==> config.mk <==
export PLATFORM = sky130hd
export DESIGN_NAME = pb_axi_err_responder_flat
export DESIGN_NICKNAME = d
export VERILOG_FILES = /design/src/rtl/pb_axi_err_responder_pkg.sv /design/src/rtl/pb_axi_err_responder_if.sv /design/src/rtl/pb_err_logger.sv /design/src/rtl/pb_axi_err_responder.sv /design/src/flat_wrapper.sv
export SDC_FILE = /design/constraint.sdc
export NUM_CORES = 1
export LEC_CHECK = 0
export ABC_AREA = 0
export ABC_CLOCK_PERIOD_IN_PS = 3400
export CORE_ASPECT_RATIO = 1.75
export CORE_MARGIN = 2
export CORE_UTILIZATION = 42
export CTS_CLUSTER_SIZE = 30
export DETAILED_ROUTE_END_ITERATION = 16
export PLACE_DENSITY = 0.82
export RECOVER_POWER = 100
export SETUP_SLACK_MARGIN = 0.1
export SLEW_MARGIN = 20
export SYNTH_ARGS = -nofsm -noshare
export SYNTH_HDL_FRONTEND = slang
export SYNTH_HIERARCHICAL = 1
export SYNTH_SLANG_ARGS = --single-unit
==> constraint.sdc <==
create_clock -name clk_i -period 3.4 [get_ports clk_i]
set_input_delay 0.34 -clock clk_i [delete_from_list [all_inputs] [get_ports clk_i]]
set_output_delay 0.34 -clock clk_i [all_outputs]
set_load 0.05 [all_outputs]
==> src/rtl/pb_axi_err_responder_pkg.sv <==
// Shared types and constants for the AXI DECERR terminal responder.
package pb_axi_err_responder_pkg;

  typedef logic [1:0] axi_resp_t;

  localparam axi_resp_t AxiRespOkay   = 2'b00;
  localparam axi_resp_t AxiRespDecerr = 2'b11;

  localparam logic [31:0] DefaultRespPattern = 32'hBADCAB1E;

  localparam int unsigned AxiLenWidth  = 8;
  localparam int unsigned AxiAtopWidth = 6;

  typedef enum logic [1:0] {
    W_IDLE = 2'd0,
    W_DATA = 2'd1,
    W_RESP = 2'd2
  } pb_err_wstate_e;

  typedef enum logic {
    R_IDLE  = 1'b0,
    R_BURST = 1'b1
  } pb_err_rstate_e;

endpackage

==> src/rtl/pb_axi_err_responder_if.sv <==
// AXI4+ATOP subset seen by the error responder (payload data/strobes never consumed).
interface pb_axi_err_responder_if
  import pb_axi_err_responder_pkg::*;
#(
  parameter int unsigned AddrWidth = 48,
  parameter int unsigned DataWidth = 64,
  parameter int unsigned IdWidth   = 4
) ();

  logic                    aw_valid;
  logic                    aw_ready;
  logic [IdWidth-1:0]      aw_id;
  logic [AddrWidth-1:0]    aw_addr;
  logic [AxiLenWidth-1:0]  aw_len;
  logic [AxiAtopWidth-1:0] aw_atop;

  logic                    w_valid;
  logic                    w_ready;
  logic                    w_last;

  logic                    b_valid;
  logic                    b_ready;
  logic [IdWidth-1:0]      b_id;
  axi_resp_t               b_resp;

  logic                    ar_valid;
  logic                    ar_ready;
  logic [IdWidth-1:0]      ar_id;
  logic [AddrWidth-1:0]    ar_addr;
  logic [AxiLenWidth-1:0]  ar_len;

  logic                    r_valid;
  logic                    r_ready;
  logic [IdWidth-1:0]      r_id;
  logic [DataWidth-1:0]    r_data;
  axi_resp_t               r_resp;
  logic                    r_last;

  modport slave (
    input  aw_valid, aw_id, aw_addr, aw_len, aw_atop, w_valid, w_last, b_ready,
           ar_valid, ar_id, ar_addr, ar_len, r_ready,
    output aw_ready, w_ready, b_valid, b_id, b_resp, ar_ready,
           r_valid, r_id, r_data, r_resp, r_last
  );

  modport master (
    output aw_valid, aw_id, aw_addr, aw_len, aw_atop, w_valid, w_last, b_ready,
           ar_valid, ar_id, ar_addr, ar_len, r_ready,
    input  aw_ready, w_ready, b_valid, b_id, b_resp, ar_ready,
           r_valid, r_id, r_data, r_resp, r_last
  );

endinterface

==> src/rtl/pb_err_logger.sv <==
// Saturating count of rejected requests plus capture of the first offending address.
module pb_err_logger #(
  parameter int unsigned AddrWidth = 48,
  parameter int unsigned CntWidth  = 16
) (
  input  logic                 clk,
  input  logic                 rst_n,
  input  logic                 clr,
  input  logic                 aw_event,
  input  logic                 ar_event,
  input  logic [AddrWidth-1:0] aw_addr,
  input  logic [AddrWidth-1:0] ar_addr,
  output logic                 err_valid,
  output logic                 err_is_write,
  output logic [AddrWidth-1:0] err_addr,
  output logic [CntWidth-1:0]  err_cnt
);

  localparam int unsigned SumWidth = CntWidth + 1;

  logic [SumWidth-1:0] sum;

  // One extra bit catches overflow of a +1 or +2 step.
  assign sum = SumWidth'(err_cnt) + SumWidth'(aw_event) + SumWidth'(ar_event);

  always_ff @(posedge clk or negedge rst_n) begin
    if (!rst_n) begin
      err_valid    <= 1'b0;
      err_is_write <= 1'b0;
      err_addr     <= '0;
      err_cnt      <= '0;
    end else if (clr) begin
      err_valid <= 1'b0;
      err_cnt   <= '0;
    end else begin
      err_cnt <= sum[CntWidth] ? '1 : sum[CntWidth-1:0];
      // Write side wins when both channels fire together.
      if (!err_valid && (aw_event || ar_event)) begin
        err_valid    <= 1'b1;
        err_is_write <= aw_event;
        err_addr     <= aw_event ? aw_addr : ar_addr;
      end
    end
  end

endmodule

==> src/rtl/pb_axi_err_responder.sv <==
// AXI4+ATOP terminal slave: answers every request with DECERR, ID-correct and burst-complete.
module pb_axi_err_responder
  import pb_axi_err_responder_pkg::*;
#(
  parameter int unsigned AddrWidth   = 48,
  parameter int unsigned DataWidth   = 64,
  parameter int unsigned IdWidth     = 4,
  parameter logic [31:0] RespPattern = DefaultRespPattern,
  parameter int unsigned CntWidth    = 16
) (
  input  logic                 clk_i,
  input  logic                 rst_ni,
  pb_axi_err_responder_if.slave bus,
  input  logic                 err_clr_i,
  output logic                 err_valid_o,
  output logic                 err_is_write_o,
  output logic [AddrWidth-1:0] err_addr_o,
  output logic [CntWidth-1:0]  err_cnt_o
);

  localparam logic [DataWidth-1:0] RDataFill = {(DataWidth / 32){RespPattern}};

  pb_err_wstate_e         wstate, wstate_n;
  pb_err_rstate_e         rstate, rstate_n;
  logic [IdWidth-1:0]     w_id_n, r_id_n, atop_id, atop_id_n;
  logic [AxiLenWidth-1:0] r_len, r_len_n, r_cnt, r_cnt_n, atop_len, atop_len_n;
  logic                   atop_pend, atop_pend_n, atop_set, atop_take;
  logic                   aw_hs, w_hs, b_hs, ar_hs, r_hs;
  logic                   unused_atop;

  assign aw_hs = bus.aw_valid & bus.aw_ready;
  assign w_hs  = bus.w_valid  & bus.w_ready;
  assign b_hs  = bus.b_valid  & bus.b_ready;
  assign ar_hs = bus.ar_valid & bus.ar_ready;
  assign r_hs  = bus.r_valid  & bus.r_ready;

  // Only the "atomic with read response" bit matters; the rest of the opcode is ignored.
  assign unused_atop = ^bus.aw_atop[AxiAtopWidth-2:0];

  // An atomic write owes a read burst; it stays pending until the read side picks it up.
  assign atop_pend_n = atop_set | (atop_pend & ~atop_take);

  always_comb begin
    wstate_n   = wstate;
    w_id_n     = bus.b_id;
    atop_set   = 1'b0;
    atop_id_n  = atop_id;
    atop_len_n = atop_len;
    unique case (wstate)
      W_IDLE: if (aw_hs) begin
        wstate_n = W_DATA;
        w_id_n   = bus.aw_id;
        if (bus.aw_atop[AxiAtopWidth-1]) begin
          atop_set   = 1'b1;
          atop_id_n  = bus.aw_id;
          atop_len_n = bus.aw_len;
        end
      end
      W_DATA:  if (w_hs && bus.w_last) wstate_n = W_RESP;
      W_RESP:  if (b_hs) wstate_n = W_IDLE;
      default: wstate_n = W_IDLE;
    endcase
  end

  always_ff @(posedge clk_i or negedge rst_ni) begin : w_fsm
    if (!rst_ni) begin
      wstate       <= W_IDLE;
      atop_pend    <= 1'b0;
      atop_id      <= '0;
      atop_len     <= '0;
      bus.aw_ready <= 1'b1;
      bus.w_ready  <= 1'b0;
      bus.b_valid  <= 1'b0;
      bus.b_id     <= '0;
      bus.b_resp   <= AxiRespOkay;
    end else begin
      wstate       <= wstate_n;
      atop_pend    <= atop_pend_n;
      atop_id      <= atop_id_n;
      atop_len     <= atop_len_n;
      bus.aw_ready <= (wstate_n == W_IDLE) && !atop_pend_n;
      bus.w_ready  <= (wstate_n == W_DATA);
      bus.b_valid  <= (wstate_n == W_RESP);
      bus.b_id     <= w_id_n;
      bus.b_resp   <= (wstate_n == W_RESP) ? AxiRespDecerr : AxiRespOkay;
    end
  end

  // A pending atomic read response takes precedence over new AR requests.
  always_comb begin
    rstate_n  = rstate;
    r_id_n    = bus.r_id;
    r_len_n   = r_len;
    r_cnt_n   = r_cnt;
    atop_take = 1'b0;
    unique case (rstate)
      R_IDLE: if (atop_pend) begin
        rstate_n  = R_BURST;
        r_id_n    = atop_id;
        r_len_n   = atop_len;
        r_cnt_n   = '0;
        atop_take = 1'b1;
      end else if (ar_hs) begin
        rstate_n = R_BURST;
        r_id_n   = bus.ar_id;
        r_len_n  = bus.ar_len;
        r_cnt_n  = '0;
      end
      R_BURST: if (r_hs) begin
        r_cnt_n = AxiLenWidth'(r_cnt + AxiLenWidth'(1));
        if (bus.r_last) rstate_n = R_IDLE;
      end
      default: rstate_n = R_IDLE;
    endcase
  end

  always_ff @(posedge clk_i or negedge rst_ni) begin : r_fsm
    if (!rst_ni) begin
      rstate       <= R_IDLE;
      r_len        <= '0;
      r_cnt        <= '0;
      bus.ar_ready <= 1'b1;
      bus.r_valid  <= 1'b0;
      bus.r_id     <= '0;
      bus.r_data   <= '0;
      bus.r_resp   <= AxiRespOkay;
      bus.r_last   <= 1'b0;
    end else begin
      rstate       <= rstate_n;
      r_len        <= r_len_n;
      r_cnt        <= r_cnt_n;
      bus.ar_ready <= (rstate_n == R_IDLE) && !atop_pend_n;
      bus.r_valid  <= (rstate_n == R_BURST);
      bus.r_id     <= r_id_n;
      bus.r_data   <= (rstate_n == R_BURST) ? RDataFill : '0;
      bus.r_resp   <= (rstate_n == R_BURST) ? AxiRespDecerr : AxiRespOkay;
      bus.r_last   <= (rstate_n == R_BURST) && (r_cnt_n == r_len_n);
    end
  end

  pb_err_logger #(
    .AddrWidth (AddrWidth),
    .CntWidth  (CntWidth)
  ) i_logger (
    .clk          (clk_i),
    .rst_n        (rst_ni),
    .clr          (err_clr_i),
    .aw_event     (aw_hs),
    .ar_event     (ar_hs),
    .aw_addr      (bus.aw_addr),
    .ar_addr      (bus.ar_addr),
    .err_valid    (err_valid_o),
    .err_is_write (err_is_write_o),
    .err_addr     (err_addr_o),
    .err_cnt      (err_cnt_o)
  );

endmodule

==> src/flat_wrapper.sv <==
// flat-port wrapper written by rule: the top's interface ports become plain ports
module pb_axi_err_responder_flat import pb_axi_err_responder_pkg::*;
#(
  parameter int unsigned AddrWidth   = 48,
  parameter int unsigned DataWidth   = 64,
  parameter int unsigned IdWidth     = 4,
  parameter logic [31:0] RespPattern = DefaultRespPattern,
  parameter int unsigned CntWidth    = 16
)
  (clk_i, rst_ni, err_clr_i, err_valid_o, err_is_write_o, err_addr_o, err_cnt_o, bus_aw_valid, bus_aw_id, bus_aw_addr, bus_aw_len, bus_aw_atop, bus_w_valid, bus_w_last, bus_b_ready, bus_ar_valid, bus_ar_id, bus_ar_addr, bus_ar_len, bus_r_ready, bus_aw_ready, bus_w_ready, bus_b_valid, bus_b_id, bus_b_resp, bus_ar_ready, bus_r_valid, bus_r_id, bus_r_data, bus_r_resp, bus_r_last);
  pb_axi_err_responder_if #(.AddrWidth(AddrWidth), .DataWidth(DataWidth), .IdWidth(IdWidth)) bus_i ();
  input  logic clk_i;
  input  logic rst_ni;
  input  logic err_clr_i;
  output logic err_valid_o;
  output logic err_is_write_o;
  output logic [AddrWidth-1:0] err_addr_o;
  output logic [CntWidth-1:0] err_cnt_o;
  input wire logic [$bits(bus_i.aw_valid)-1:0] bus_aw_valid;
  input wire logic [$bits(bus_i.aw_id)-1:0] bus_aw_id;
  input wire logic [$bits(bus_i.aw_addr)-1:0] bus_aw_addr;
  input wire logic [$bits(bus_i.aw_len)-1:0] bus_aw_len;
  input wire logic [$bits(bus_i.aw_atop)-1:0] bus_aw_atop;
  input wire logic [$bits(bus_i.w_valid)-1:0] bus_w_valid;
  input wire logic [$bits(bus_i.w_last)-1:0] bus_w_last;
  input wire logic [$bits(bus_i.b_ready)-1:0] bus_b_ready;
  input wire logic [$bits(bus_i.ar_valid)-1:0] bus_ar_valid;
  input wire logic [$bits(bus_i.ar_id)-1:0] bus_ar_id;
  input wire logic [$bits(bus_i.ar_addr)-1:0] bus_ar_addr;
  input wire logic [$bits(bus_i.ar_len)-1:0] bus_ar_len;
  input wire logic [$bits(bus_i.r_ready)-1:0] bus_r_ready;
  output wire logic [$bits(bus_i.aw_ready)-1:0] bus_aw_ready;
  output wire logic [$bits(bus_i.w_ready)-1:0] bus_w_ready;
  output wire logic [$bits(bus_i.b_valid)-1:0] bus_b_valid;
  output wire logic [$bits(bus_i.b_id)-1:0] bus_b_id;
  output wire logic [$bits(bus_i.b_resp)-1:0] bus_b_resp;
  output wire logic [$bits(bus_i.ar_ready)-1:0] bus_ar_ready;
  output wire logic [$bits(bus_i.r_valid)-1:0] bus_r_valid;
  output wire logic [$bits(bus_i.r_id)-1:0] bus_r_id;
  output wire logic [$bits(bus_i.r_data)-1:0] bus_r_data;
  output wire logic [$bits(bus_i.r_resp)-1:0] bus_r_resp;
  output wire logic [$bits(bus_i.r_last)-1:0] bus_r_last;
  assign bus_i.aw_valid = bus_aw_valid;
  assign bus_i.aw_id = bus_aw_id;
  assign bus_i.aw_addr = bus_aw_addr;
  assign bus_i.aw_len = bus_aw_len;
  assign bus_i.aw_atop = bus_aw_atop;
  assign bus_i.w_valid = bus_w_valid;
  assign bus_i.w_last = bus_w_last;
  assign bus_i.b_ready = bus_b_ready;
  assign bus_i.ar_valid = bus_ar_valid;
  assign bus_i.ar_id = bus_ar_id;
  assign bus_i.ar_addr = bus_ar_addr;
  assign bus_i.ar_len = bus_ar_len;
  assign bus_i.r_ready = bus_r_ready;
  assign bus_aw_ready = bus_i.aw_ready;
  assign bus_w_ready = bus_i.w_ready;
  assign bus_b_valid = bus_i.b_valid;
  assign bus_b_id = bus_i.b_id;
  assign bus_b_resp = bus_i.b_resp;
  assign bus_ar_ready = bus_i.ar_ready;
  assign bus_r_valid = bus_i.r_valid;
  assign bus_r_id = bus_i.r_id;
  assign bus_r_data = bus_i.r_data;
  assign bus_r_resp = bus_i.r_resp;
  assign bus_r_last = bus_i.r_last;
  pb_axi_err_responder #(.AddrWidth(AddrWidth), .DataWidth(DataWidth), .IdWidth(IdWidth), .RespPattern(RespPattern), .CntWidth(CntWidth)) u_core (.clk_i(clk_i), .rst_ni(rst_ni), .bus(bus_i), .err_clr_i(err_clr_i), .err_valid_o(err_valid_o), .err_is_write_o(err_is_write_o), .err_addr_o(err_addr_o), .err_cnt_o(err_cnt_o));
endmodule
After elaboration in Yosys (flattened, before gate mapping)
Cells that the tools add are included.

storage, ports and cells
  register bits = 179
  latch bits = 0
  memory bits (writable) = 0
  memory bits (read-only) = 0
  bits of input ports = 135
  output and inout port bits = 148
  logic and storage cells = 87
  memories = 0

cells by class
  add/sub/neg operators = 3
  multipliers = 0
  divide/modulo/power cells = 0
  $lt $le $gt $ge = 0
  eq/ne operators = 5
  shift operators = 0
  multiplexer cells = 31
  bitwise operators = 11
  reductions and logical operators = 16

operators with widths
  cell                   count
  $mux W64               1
  $mux W48               1
  $mux W8                6
  $mux W16               2
  $add A16 B1 Y17        1
  $add A17 B1 Y17        1
  $pmux W8 S2            1
  $mux W1                11
  $mux W2                5
  $add A8 B1 Y8 const B  1
  $eq A8 B8 Y1           1
  $mux W4                2
  $and A1 B1 Y1          6
  $pmux W2 S3            1
  $reduce_and A2 Y1      3
  $logic_and A1 B1 Y1    5
  $eq A2 B1 Y1 const B   2
  $eq A2 B2 Y1 const B   2
  $logic_not A2 Y1       2
  $not A1 Y1             4
  $reduce_bool A2 Y1     2
  $reduce_and A3 Y1      1
  $logic_not A1 Y1       2
  $pmux W1 S2            1
  other kinds (2)        2

Depth between registers and ports, before layout
Gate-level depths: netlist of the first run.

  word-level depth = 7
  mapped depth = 12
  mapped depth without buffers = 9

Cells and area by module
The synthesis of the first run kept the hierarchy.

by module, submodules not included
  module                times used  cells each  area each (um^2)  seq. area each (um^2)
  pb_err_logger         1           302         3183.1            1651.6
  pb_axi_err_responder  1           270         2742.6            1128.6

Least setup slack after synthesis of the first run
OpenSTA, ideal clock, no wires.

  kind = register to register
  from = reg u_core.bus.aw_ready
  to = reg u_core.i_logger.err_cnt[12]
  setup time = 87 ps
  arrival = 2869 ps
  data required time = 3313 ps
  setup slack = 444 ps
  cell stages (with the launch flop) = 12
  buffers on the path = 2
  clock period less this slack = 2956 ps
  cell sequence = dfstp_2 and2_1 clkbuf_1 buf_2 inv_1 fa_1 inv_1 ha_1 nand4_4 nor3_4 a31oi_1 a211oi_2

between the ends
  longest elaborated chain between the ends = 5

RTL lines
  item                    line                           source
  start, declared         pb_axi_err_responder_if.sv:42  output aw_ready, w_ready, b_valid, b_id, b_resp, ar_ready,
  start signal, assigned  pb_axi_err_responder.sv:81     bus.aw_ready <= (wstate_n == W_IDLE) && !atop_pend_n;
  $and A1 B1 Y1           pb_axi_err_responder.sv:31     assign aw_hs = bus.aw_valid & bus.aw_ready;
  net u_core.aw_hs        pb_axi_err_responder.sv:28     logic aw_hs, w_hs, b_hs, ar_hs, r_hs;
  $add A16 B1 Y17         pb_err_logger.sv:24            assign sum = SumWidth'(err_cnt) + SumWidth'(aw_event) + SumWidth'(ar_event);
  $add A17 B1 Y17         pb_err_logger.sv:24
  $mux W16                pb_err_logger.sv:36            err_cnt <= sum[CntWidth] ? '1 : sum[CntWidth-1:0];
  $mux W16                pb_err_logger.sv:32            end else if (clr) begin
  end signal, assigned    pb_err_logger.sv:36
  end, declared           pb_err_logger.sv:16            output logic [CntWidth-1:0] err_cnt

The timed path passes the listed nets, and every way through them passes these cells.
A chain may end at the register's enable or synchronous reset.

Worst setup path in the final report of the first run
  from = reg u_core.bus.ar_ready
  to = reg u_core.i_logger.err_cnt[13]

between the ends
  longest elaborated chain between the ends = 4

RTL lines
  item                    line                           source
  start, declared         pb_axi_err_responder_if.sv:42
  start signal, assigned  pb_axi_err_responder.sv:132    bus.ar_ready <= (rstate_n == R_IDLE) && !atop_pend_n;
  $and A1 B1 Y1           pb_axi_err_responder.sv:34     assign ar_hs = bus.ar_valid & bus.ar_ready;
  net u_core.ar_hs        pb_axi_err_responder.sv:28
  $add A17 B1 Y17         pb_err_logger.sv:24
  $mux W16                pb_err_logger.sv:36
  $mux W16                pb_err_logger.sv:32

The timed path passes the listed nets, and every way through them passes these cells.

==> results of run 1 <==
[synth_stat cells (all sizes together), types with 2 or more instances]
cell type    n
dfstp        2
nor4         4
a211oi      11
a41oi        2
inv         12
xor2         3
nor3         8
o221ai       2
o21a         3
dfrtp      109
a31oi        5
and2         4
clkbuf      12
or2          2
mux2i       56
nor2        17
nand4        4
buf         82
mux2        17
a31o         3
a21o         2
ha           2
nand2       69
and3         7
nand3       10
a21oi       17
o21ai       66
nor2b        4
xnor2       11
or3          3
nand3b       2
[layer usage]
layer,up-vias,share of wire (%)
li1,2305,-
met1,2304,33
met2,232,56
met3,44,7.2
met4,2,4.3
met5,-,0.071
[final cells by class]
cell class                      instances  area (sq um)  area share [%]
Inverter                               12         45.04          0.5388
Tap cell                              177         221.5           2.649
Multi-Input combinational cell        380          2465           29.49
Timing Repair Buffer                  258          2551           30.52
Antenna cell                            1         2.502         0.02994
Clock inverter                          6         55.05          0.6586
Sequential cell                       111          2780           33.26
Clock buffer                           10         239.0           2.859
[worst max-delay path by stage]
| stage | from | cells past startpoint | end | slack [ps] |
|---|---|---|---|---|
| 2_1_floorplan | u_core/bus.aw_ready | 11 | u_core/i_logger/err_cnt[12] | 440 |
| 3_3_place_gp | bus_ar_valid | 10 | u_core/i_logger/err_cnt[13] | 400 |
| 3_5_place_dp | bus_ar_valid | 10 | u_core/i_logger/err_cnt[13] | 320 |
| 4_1_cts | u_core/bus.r_resp[0] | 2 | bus_r_data[15] | 480 |
| 5_1_grt | u_core/bus.ar_ready | 9 | u_core/i_logger/err_cnt[13] | 230 |
| 6_report | u_core/bus.ar_ready | 9 | u_core/i_logger/err_cnt[13] | 440 |
[flip-flops by register name, summed over array words and instances, names as in the netlist]
register                      count
u_core/i_logger/err_addr         48
u_core/bus.ar_ready               1
u_core/i_logger/err_cnt          16
u_core/bus.aw_ready               1
u_core/bus.b_resp                 1
u_core/bus.b_id                   4
u_core/atop_len                   8
u_core/bus.w_ready                1
u_core/r_len                      8
u_core/wstate                     2
u_core/i_logger/err_valid         1
u_core/bus.r_id                   4
u_core/atop_id                    4
u_core/i_logger/err_is_write      1
u_core/bus.r_last                 1
u_core/bus.r_resp                 1
u_core/r_cnt                      8
u_core/atop_pend                  1
[kinds of logic (layout without fill, tap and decap cells)]
kind of cell,after synthesis,after routing
and+or+nand+nor,143,143
buffers and inverters,106,286
AOI/OAI and AO/OA,121,121
DFF,111,111
other,1,27
xor gates and xnor gates,14,14
muxes,73,73
adders and majority gates,3,3
[where the power goes]
part / internal [uW] / total [uW] / leakage, uW / switching (uW)
Combinational: 265 / 570 / 0.00203 / 305
Sequential: 1370 / 1440 / 0.00151 / 71.1
Clock: 529 / 1030 / 0.000142 / 497
Total: 2160 / 3040 / 0.00368 / 873
[per-stage QoR]
step                      setup slack (ps)  total power, uW  cell area (sq um)  instances
after floorplan                      444.0             1798               6020        597
after global placement               400.3             2029               8173        938
after detailed placement             320.8             2048               8173        938
after CTS                            482.8             3083               8467        954
after global routing                 233.0             3172               8359        955
final                                443.8             3038               8359        955
==> out/summary.md, run 1 <==
For the met3 track demand over resource, the log shows 5.177%. The number of input and output port buffers inserted was 251. Global routing used 20.96% of the available tracks across all layers. Summing the areas of all and, or, nand and nor instances in the mapped netlist gives 12.73% of the synthesized area. The tools report the HPWL reported at the end of detailed placement as 12,250 microns. The count of hold buffers inserted by post-cts repair is 0. Among cell families on the critical path, the largest total delay comes from simple AND/OR/NAND/NOR gates. TritonCTS built the clock tree. The biggest cell delay along the critical path was 550 ps. The total CTS buffers is 9, and the ratio of cells with drive above 1 in the final layout is 7.079%.

Traced cell by cell, the critical path runs through and2_0, inv_1, fa_1, inv_1, ha_1, nand4_1, nor2_2, nand3_1, a31oi_1. After floorplanning, the core was sized to cover 13,840 sq um. After layout, the worst path uses 86.95% of the clock period. The compound-cell area share of the yosys netlist came out at 13.01%. The category of the most critical setup path was reg2reg. sky130_fd_sc_hd__dfrtp_1 takes more of the synthesized area than any other cell. The data arrival at the endpoint of the critical path came out at 3220 ps. Floorplan die height: 161.1 microns. In this run the deepest clock path goes through 2 buffers.

The most common cell type on the critical path is sky130_fd_sc_hd__inv_1. Once detail routing completed, the nets flagged for antenna violations numbered 0. The growth of design area from synthesis to finish is 41.07%. Timing would allow up to 338.3 MHz. The min-delay analysis places its worst path in the category in2async. The initial standard-cell utilization of the core is 42.83%, and the mux contribution to synthesized area is 12.69%. In this run, post-CTS repair resized a total of 0 instances. During synthesis, Yosys emitted a total of 6 warnings.

The tools report the type of destination of the critical path as a register. Among all stages on the critical path, the largest delay is contributed by sky130_fd_sc_hd__dfstp_1. VDD sags by at most 0.0002235 V. The post-route minimum period works out to 2956 ps.

After detailed routing, the average wire length per cell comes to 16.27 microns. The number of enable flip-flop cells after synthesis was 0. The mapped cell area is 5926 sq um, and the xor and xnor area share after synthesis is 2.069%. Entering global routing, the biggest net connects 99 pins. For the worst flop-to-flop path, the logic depth is 9.

For the clock net sink count, the log shows 111. Of the synthesized area, sequential elements account for 46.92%. In this run the power density over the cells is 363.4 nW/um^2. STA classifies the critical path startpoint as a register. The tools report the reg-to-reg setup timing slack as 440 ps. For this run the aggregate overflow at the end of global routing stands at 0.

In this run the critical register-to-register path is captured at u_core/i_logger/err_cnt[13]. The via count of the first global-routing pass was 5,044; the clock latency on the worst-skew pair was 350 ps. The tools report the fill cell instance count of the final layout as 1,172.

Initial antenna violation count: 2. The worst register-to-register path begins at u_core/bus.ar_ready. At the end of the flow, the number of nets in the layout was 910. Detailed-router iteration count before antenna repair: 4. The layer flagged by global routing as most heavily used is met2.

Clock-pin slew was measured on the worst setup and hold paths at 80 ps. The run gives 3660 ps as the critical path required time. The count of final hold-check violations came out at 0. Setup violations remaining at the end of the flow were counted as 0. The top cell type by area accounts for 46.03% of the synthesized area. Max-cap violations in this run came to 2. Setup repair after global routing left no endpoint under its margin. By area, the combinational part of the netlist is dominated by compound AO/OA/AOI/OAI gates. The checks that failed: max-capacitance violations, max-slew violations.

For the core occupancy in the finished layout, the log shows 60.42%. After synthesis, the share of flip-flops with an asynchronous set or reset is 100.0%. In the post-synthesis netlist, the biggest area contributors are sky130_fd_sc_hd__dfrtp_1 (46%), sky130_fd_sc_hd__mux2i_1 (9.5%), sky130_fd_sc_hd__buf_4 (9.0%).

In this run the core area contains 57 standard-cell rows. The run finished, with violations left. Summed over all layers, the routed wires come to 15,540 microns.

The first-pass GRT wire length was 24,990 microns; the worst hold margin was 347.4 ps. Measured against its own limit, the worst slew margin works out to -4.843%. The met1 usage was 21.55%; the chip width was 93.79 microns.

In this run the static leakage power is 0.003685 uW. The detailed-route vias per instance is 5.117, and the global-route met2 utilization is 38.25%. The detailed router finished its first iteration with 234 violations.

In the layout the commonest cells are sky130_fd_sc_hd__clkdlybuf4s50_1 (127), sky130_fd_sc_hd__dlygate4sd3_1 (123), sky130_fd_sc_hd__dfrtp_1 (109). Yosys mapped the design onto 68 distinct sky130hd cell types. Master cell of the clock root buffer: sky130_fd_sc_hd__clkbuf_16. The commonest non-fill, non-tap cell in the layout is sky130_fd_sc_hd__clkdlybuf4s50_1. Post-synthesis average cell area: 10.36 sq um.

The maximum clock skew at final layout came out at 11.59 ps. Setup total negative slack on the finished layout was measured at 0 ps. The H-tree was split into 3 levels. The tools report the number of post-CTS setup repair buffers as 0. The max-slew violation total from the final report came out at 163.

Of all nets on the critical path, the largest fanout is 13. After detailed routing, the number of remaining DRC violations is 0. Together, buffers and inverters on the worst path number 2. At the pin with the least slew margin, the transition time is 1573 ps.

The run gives 15,110 sq um as the full die area. The routed via count came out at 4,887. The dominant synthesized flop cell was sky130_fd_sc_hd__dfrtp_1.

Synthesis produced 572 cells. The number of storage elements in the synthesis netlist is 111. 283 I/O pins were placed. The arithmetic-cell share of the synthesized area counting full adders, half adders and majority gates came out at 0.7601%. The congestion estimate from routability-driven global placement came to 0.9171.
Note: power is estimated with default switching activity, not from simulation.
==> run 2: changes to the inputs <==
--- a/config.mk
+++ b/config.mk
@@ -9,14 +9,12 @@
 export ABC_CLOCK_PERIOD_IN_PS = 3400
 export CORE_ASPECT_RATIO = 1.75
 export CORE_MARGIN = 2
-export CORE_UTILIZATION = 42
+export CORE_UTILIZATION = 26
 export CTS_CLUSTER_SIZE = 30
 export DETAILED_ROUTE_END_ITERATION = 16
-export PLACE_DENSITY = 0.82
 export RECOVER_POWER = 100
 export SETUP_SLACK_MARGIN = 0.1
 export SLEW_MARGIN = 20
 export SYNTH_ARGS = -nofsm -noshare
 export SYNTH_HDL_FRONTEND = slang
-export SYNTH_HIERARCHICAL = 1
 export SYNTH_SLANG_ARGS = --single-unit
==> out/summary.md, run 2 <==
The tools report the total congestion overflow after global routing as 0 (unchanged). The count of hold buffers inserted by post-cts repair was 0 (unchanged). The critical path in this run is classified as in2reg.

The worst setup path is launched from a primary input. The post-route minimum period was 2740 ps (-216.3 ps); the number of input and output port buffers inserted was 251 (unchanged). The I/O pin count was 283 (unchanged). In the layout the commonest cells are sky130_fd_sc_hd__clkdlybuf4s50_1 (126), sky130_fd_sc_hd__dlygate4sd3_1 (124), sky130_fd_sc_hd__dfrtp_1 (109). The initial detailed-routing violation count was 114 (-51%). The checks that failed: max-capacitance violations, max-slew violations. The tools report the row count as 71 (+25%). The critical path goes through dlygate4sd3_1, nand2_1, clkbuf_1, nor3_1, clkbuf_1, nand2_1, mux2_2. Master cell of the clock root buffer: sky130_fd_sc_hd__clkbuf_16. For the top achievable clock speed, the log shows 365.0 MHz (+7.9%). The transition time at the pin with the least slew margin is 2784 ps (+1211 ps).

Beginning of the critical path: bus_aw_valid. For the total number of nets in the final design, the log shows 902 (-0.88%). Dominant cell by count in the synthesized netlist: sky130_fd_sc_hd__dfrtp_1. The floorplan die height was 200.5 microns (+24%); the core outline area was 21,590 sq um (+56%). The final antenna-violating net count was 0 (unchanged). The worst register-to-register path begins at u_core.bus.ar_ready. The tools report the largest net degree at the start of global routing as 65 (-34%).

TritonCTS built the clock tree. The type of destination of the critical path is a register. Endpoint of the most critical register-to-register path: u_core.i_logger.err_cnt[6]. Setup repair after global routing left no endpoint under its margin. The post-synthesis average cell area came out at 10.18 sq um (-1.8%).

The run finished, with violations left. The number of post-CTS setup repair buffers came out at 0 (unchanged). The total power per unit cell area was 788.9 nW/um^2 (+120%). The detailed-router iteration count before antenna repair is 4 (unchanged).

The count of final hold-check violations came out at 0 (unchanged). The max-slew violation total from the final report is 48 (-71%). The post-route total power was 6620 uW (+120%). For the gate count after technology mapping, the log shows 564 (-1.4%).

The clock net sink count is 111 (unchanged). The number of DRC violations after detailed routing was 0 (unchanged); the initial standard-cell utilization of the core was 26.59% (-16 points). The tools report the wire length after detailed routing as 15,630 microns (+0.61%). The number of max-cap violations is 1 (-1). The static leakage was 0.003851 uW (+4.5%).

The tools report the total CTS buffers as 9 (unchanged). The tools report the setup-violating endpoint count in the final report as 0 (unchanged). The highest fanout seen on the critical path works out to 13 (unchanged). The run gives 0 (-2) as the initial antenna violation count. Compared with the post-synthesis result, the final layout area differs by 46.22%.

Register with the highest flop count: u_core.i_logger.err_addr. The all-layer global routing usage is 13.64% (-7.3 points), and the full die area is 23,330 sq um (+54%). The tools report the setup TNS as 0 ps (unchanged). Ranked by instance count, the synthesized netlist is headed by sky130_fd_sc_hd__dfrtp_1 (109), sky130_fd_sc_hd__nand2_1 (76), sky130_fd_sc_hd__buf_4 (69). The maximum clock skew at final layout was 5.072 ps (-6.518 ps); the post-CTS clock slew at the launch and capture registers of the worst setup and hold paths was 70 ps (about the same).

The tools report the number of distinct library cells after synthesis as 53 (-22%). By area the synthesized netlist is led by sky130_fd_sc_hd__dfrtp_1 (48%), sky130_fd_sc_hd__mux2i_1 (11%), sky130_fd_sc_hd__buf_4 (9.0%). The depth of the worst register-to-register path is 8 (-1).

The design area was 8392 sq um (+0.39%); the post-CTS resize count was 0 (unchanged). The largest registers in the layout are u_core.i_logger.err_addr x48, u_core.i_logger.err_cnt x16. The critical path required time was 3630 ps (-30 ps); the sequential fraction of the synthesis area was 48.44% (+1.5 points). In the synthesized netlist the dominant register cell turns out to be sky130_fd_sc_hd__dfrtp_1. The deepest clock path buffer count is 2 (unchanged), and the total number of yosys warnings is 0 (-6). The ratio of cells with drive above 1 in the final layout came out at 5.599% (-1.5 points). Data arrival at the endpoint of the critical path: 2970 ps (-250 ps). The routed via count was 4,593 (-6.0%); the detailed-route vias per instance was 4.333 (-15%). The wire length per cell works out to 14.74 microns (-9.4%). The HPWL reported at the end of detailed placement was 12,170 microns (-0.64%).

The run gives 24,450 microns (-2.2%) as the first-pass GRT wire length. The library cell contributing the largest single delay on the critical path is sky130_fd_sc_hd__clkbuf_1. The maximum resistive drop on vdd was 0.0004290 V (+92%).

The biggest cell delay along the critical path is 660 ps (+110 ps). The mapped cell area was 5739 sq um (-3.1%); the async set or reset register ratio after synthesis was 100.0% (unchanged). The tools report the via count of the first global-routing pass as 4,529 (-10%). The clock latency on the worst-skew pair was 350 ps (about the same); the flip-flop count of the largest register after layout was 48 (unchanged).

The placement-stage cell area came out at 8170 sq um (about the same). The placer's final routability congestion estimate is 0.7763 (-15%). The number of enable flip-flop cells after synthesis is 0 (unchanged). The commonest non-fill, non-tap cell in the layout is sky130_fd_sc_hd__clkdlybuf4s50_1. The chip width is 116.3 microns (+24%). The tools report the number of H-tree branching levels as 3 (unchanged). The number of storage elements in the synthesis netlist came out at 111 (unchanged).

The antenna diode count is 0 (-1), and the final period utilization is 80.59% (-6.4 points). The most critical setup path has its endpoint at u_core.atop_id[0]. The tools report the reg-to-reg setup timing slack as 720 ps (+280 ps).

The path type of the worst min-delay path was reg2reg. The worst max-slew margin expressed relative to the limit came out at -85.58% (-81 points). Summed over all instances, the cell type with the most area after synthesis is sky130_fd_sc_hd__dfrtp_1. The share of the synthesized area in the top cell type is 47.53% (+1.5 points).
## run 2: cell count changes after synthesis, moves of 5 or more
cell                       previous run  this run
sky130_fd_sc_hd__mux2_2              12        17
sky130_fd_sc_hd__a211oi_1            10         0
sky130_fd_sc_hd__mux2i_1             56        61
sky130_fd_sc_hd__o21ai_0             60        67
sky130_fd_sc_hd__a21oi_2             11         1
sky130_fd_sc_hd__a21oi_1              6        19
sky130_fd_sc_hd__nand2_1             69        76
sky130_fd_sc_hd__mux2_1               5         0
sky130_fd_sc_hd__xor2_1               3        10
## run 2: cell families (layout without fill, tap and decap cells)
family                   after synthesis  after routing  synth area share, %
other                                  1             26              0.06534
buffers and inverters                104            283                11.66
flip-flops                           111            111                48.44
XOR/XNOR                              18             18                2.987
multiplexers                          78             78                13.97
AND/OR/NAND/NOR                      143            143                11.64
adder cells (fa/ha/maj)                3              3               0.7848
AO/OA/AOI/OAI                        106            106                10.44
## run 2: worst max-delay path, delay by kind of cell
| kind | cells | cell delay (ps) |
|---|---|---|
| buffers and inverters | 3 | 1410 |
| AND/OR/NAND/NOR | 3 | 810 |
| multiplexers | 1 | 410 |
## run 2: per-stage QoR
step,std cells,util [%],worst slack [ps],hold WS [ps]
global placement,1045,37.85,420.1,418.4
detailed placement,1045,37.85,376.0,418.9
CTS,1060,39.05,568.8,34.30
finish,1060,38.87,660.1,473.3
global route,1060,38.87,363.8,494.9
floorplan,589,-,637.6,44.41
## run 2: per-layer routing
| metal | share of wire, % | track usage (%) | routed length, microns | vias to the layer above |
|---|---|---|---|---|
| met5 | 0 | 0 | 0 | - |
| met4 | 2.6 | 5.867 | 403 | 0 |
| met3 | 6.5 | 2.929 | 1014 | 20 |
| met2 | 54 | 24.46 | 8442 | 203 |
| met1 | 37 | 15.12 | 5769 | 2128 |
| li1 | - | - | - | 2242 |
## run 2: worst min path at each step
stage | startpoint | end | slack [ps] | depth (start not counted)
final | u_core.i_logger.err_addr[43] | u_core.i_logger.err_addr[43] | 470 | 2
after global routing | u_core.i_logger.err_addr[23] | u_core.i_logger.err_addr[23] | 490 | 2
after CTS | rst_ni | u_core.i_logger.err_addr[25] | 30 | 1
after detailed placement | rst_ni | u_core.i_logger.err_addr[26] | 420 | 1
after global placement | rst_ni | u_core.i_logger.err_addr[25] | 420 | 1
after floorplan | rst_ni | u_core.atop_id[0] | 40 | 0
## run 2: layout make-up
| cell class | count | area [sq um] |
|---|---|---|
| Timing Repair Buffer | 260 | 2587 |
| Tap cell | 292 | 365.4 |
| Fill cell | 2210 | 13200 |
| Sequential cell | 111 | 2780 |
| Multi-Input combinational cell | 374 | 2370 |
| Clock buffer | 14 | 254.0 |
| Clock inverter | 1 | 5.005 |
| Inverter | 8 | 30.03 |
## run 2: where the power goes
| part | internal, uW | leakage (uW) | total, uW | switching, uW |
|---|---|---|---|---|
| Combinational | 1150 | 0.00231 | 3500 | 2350 |
| Clock | 515 | 0.000127 | 979 | 464 |
| Sequential | 1820 | 0.00141 | 2150 | 330 |
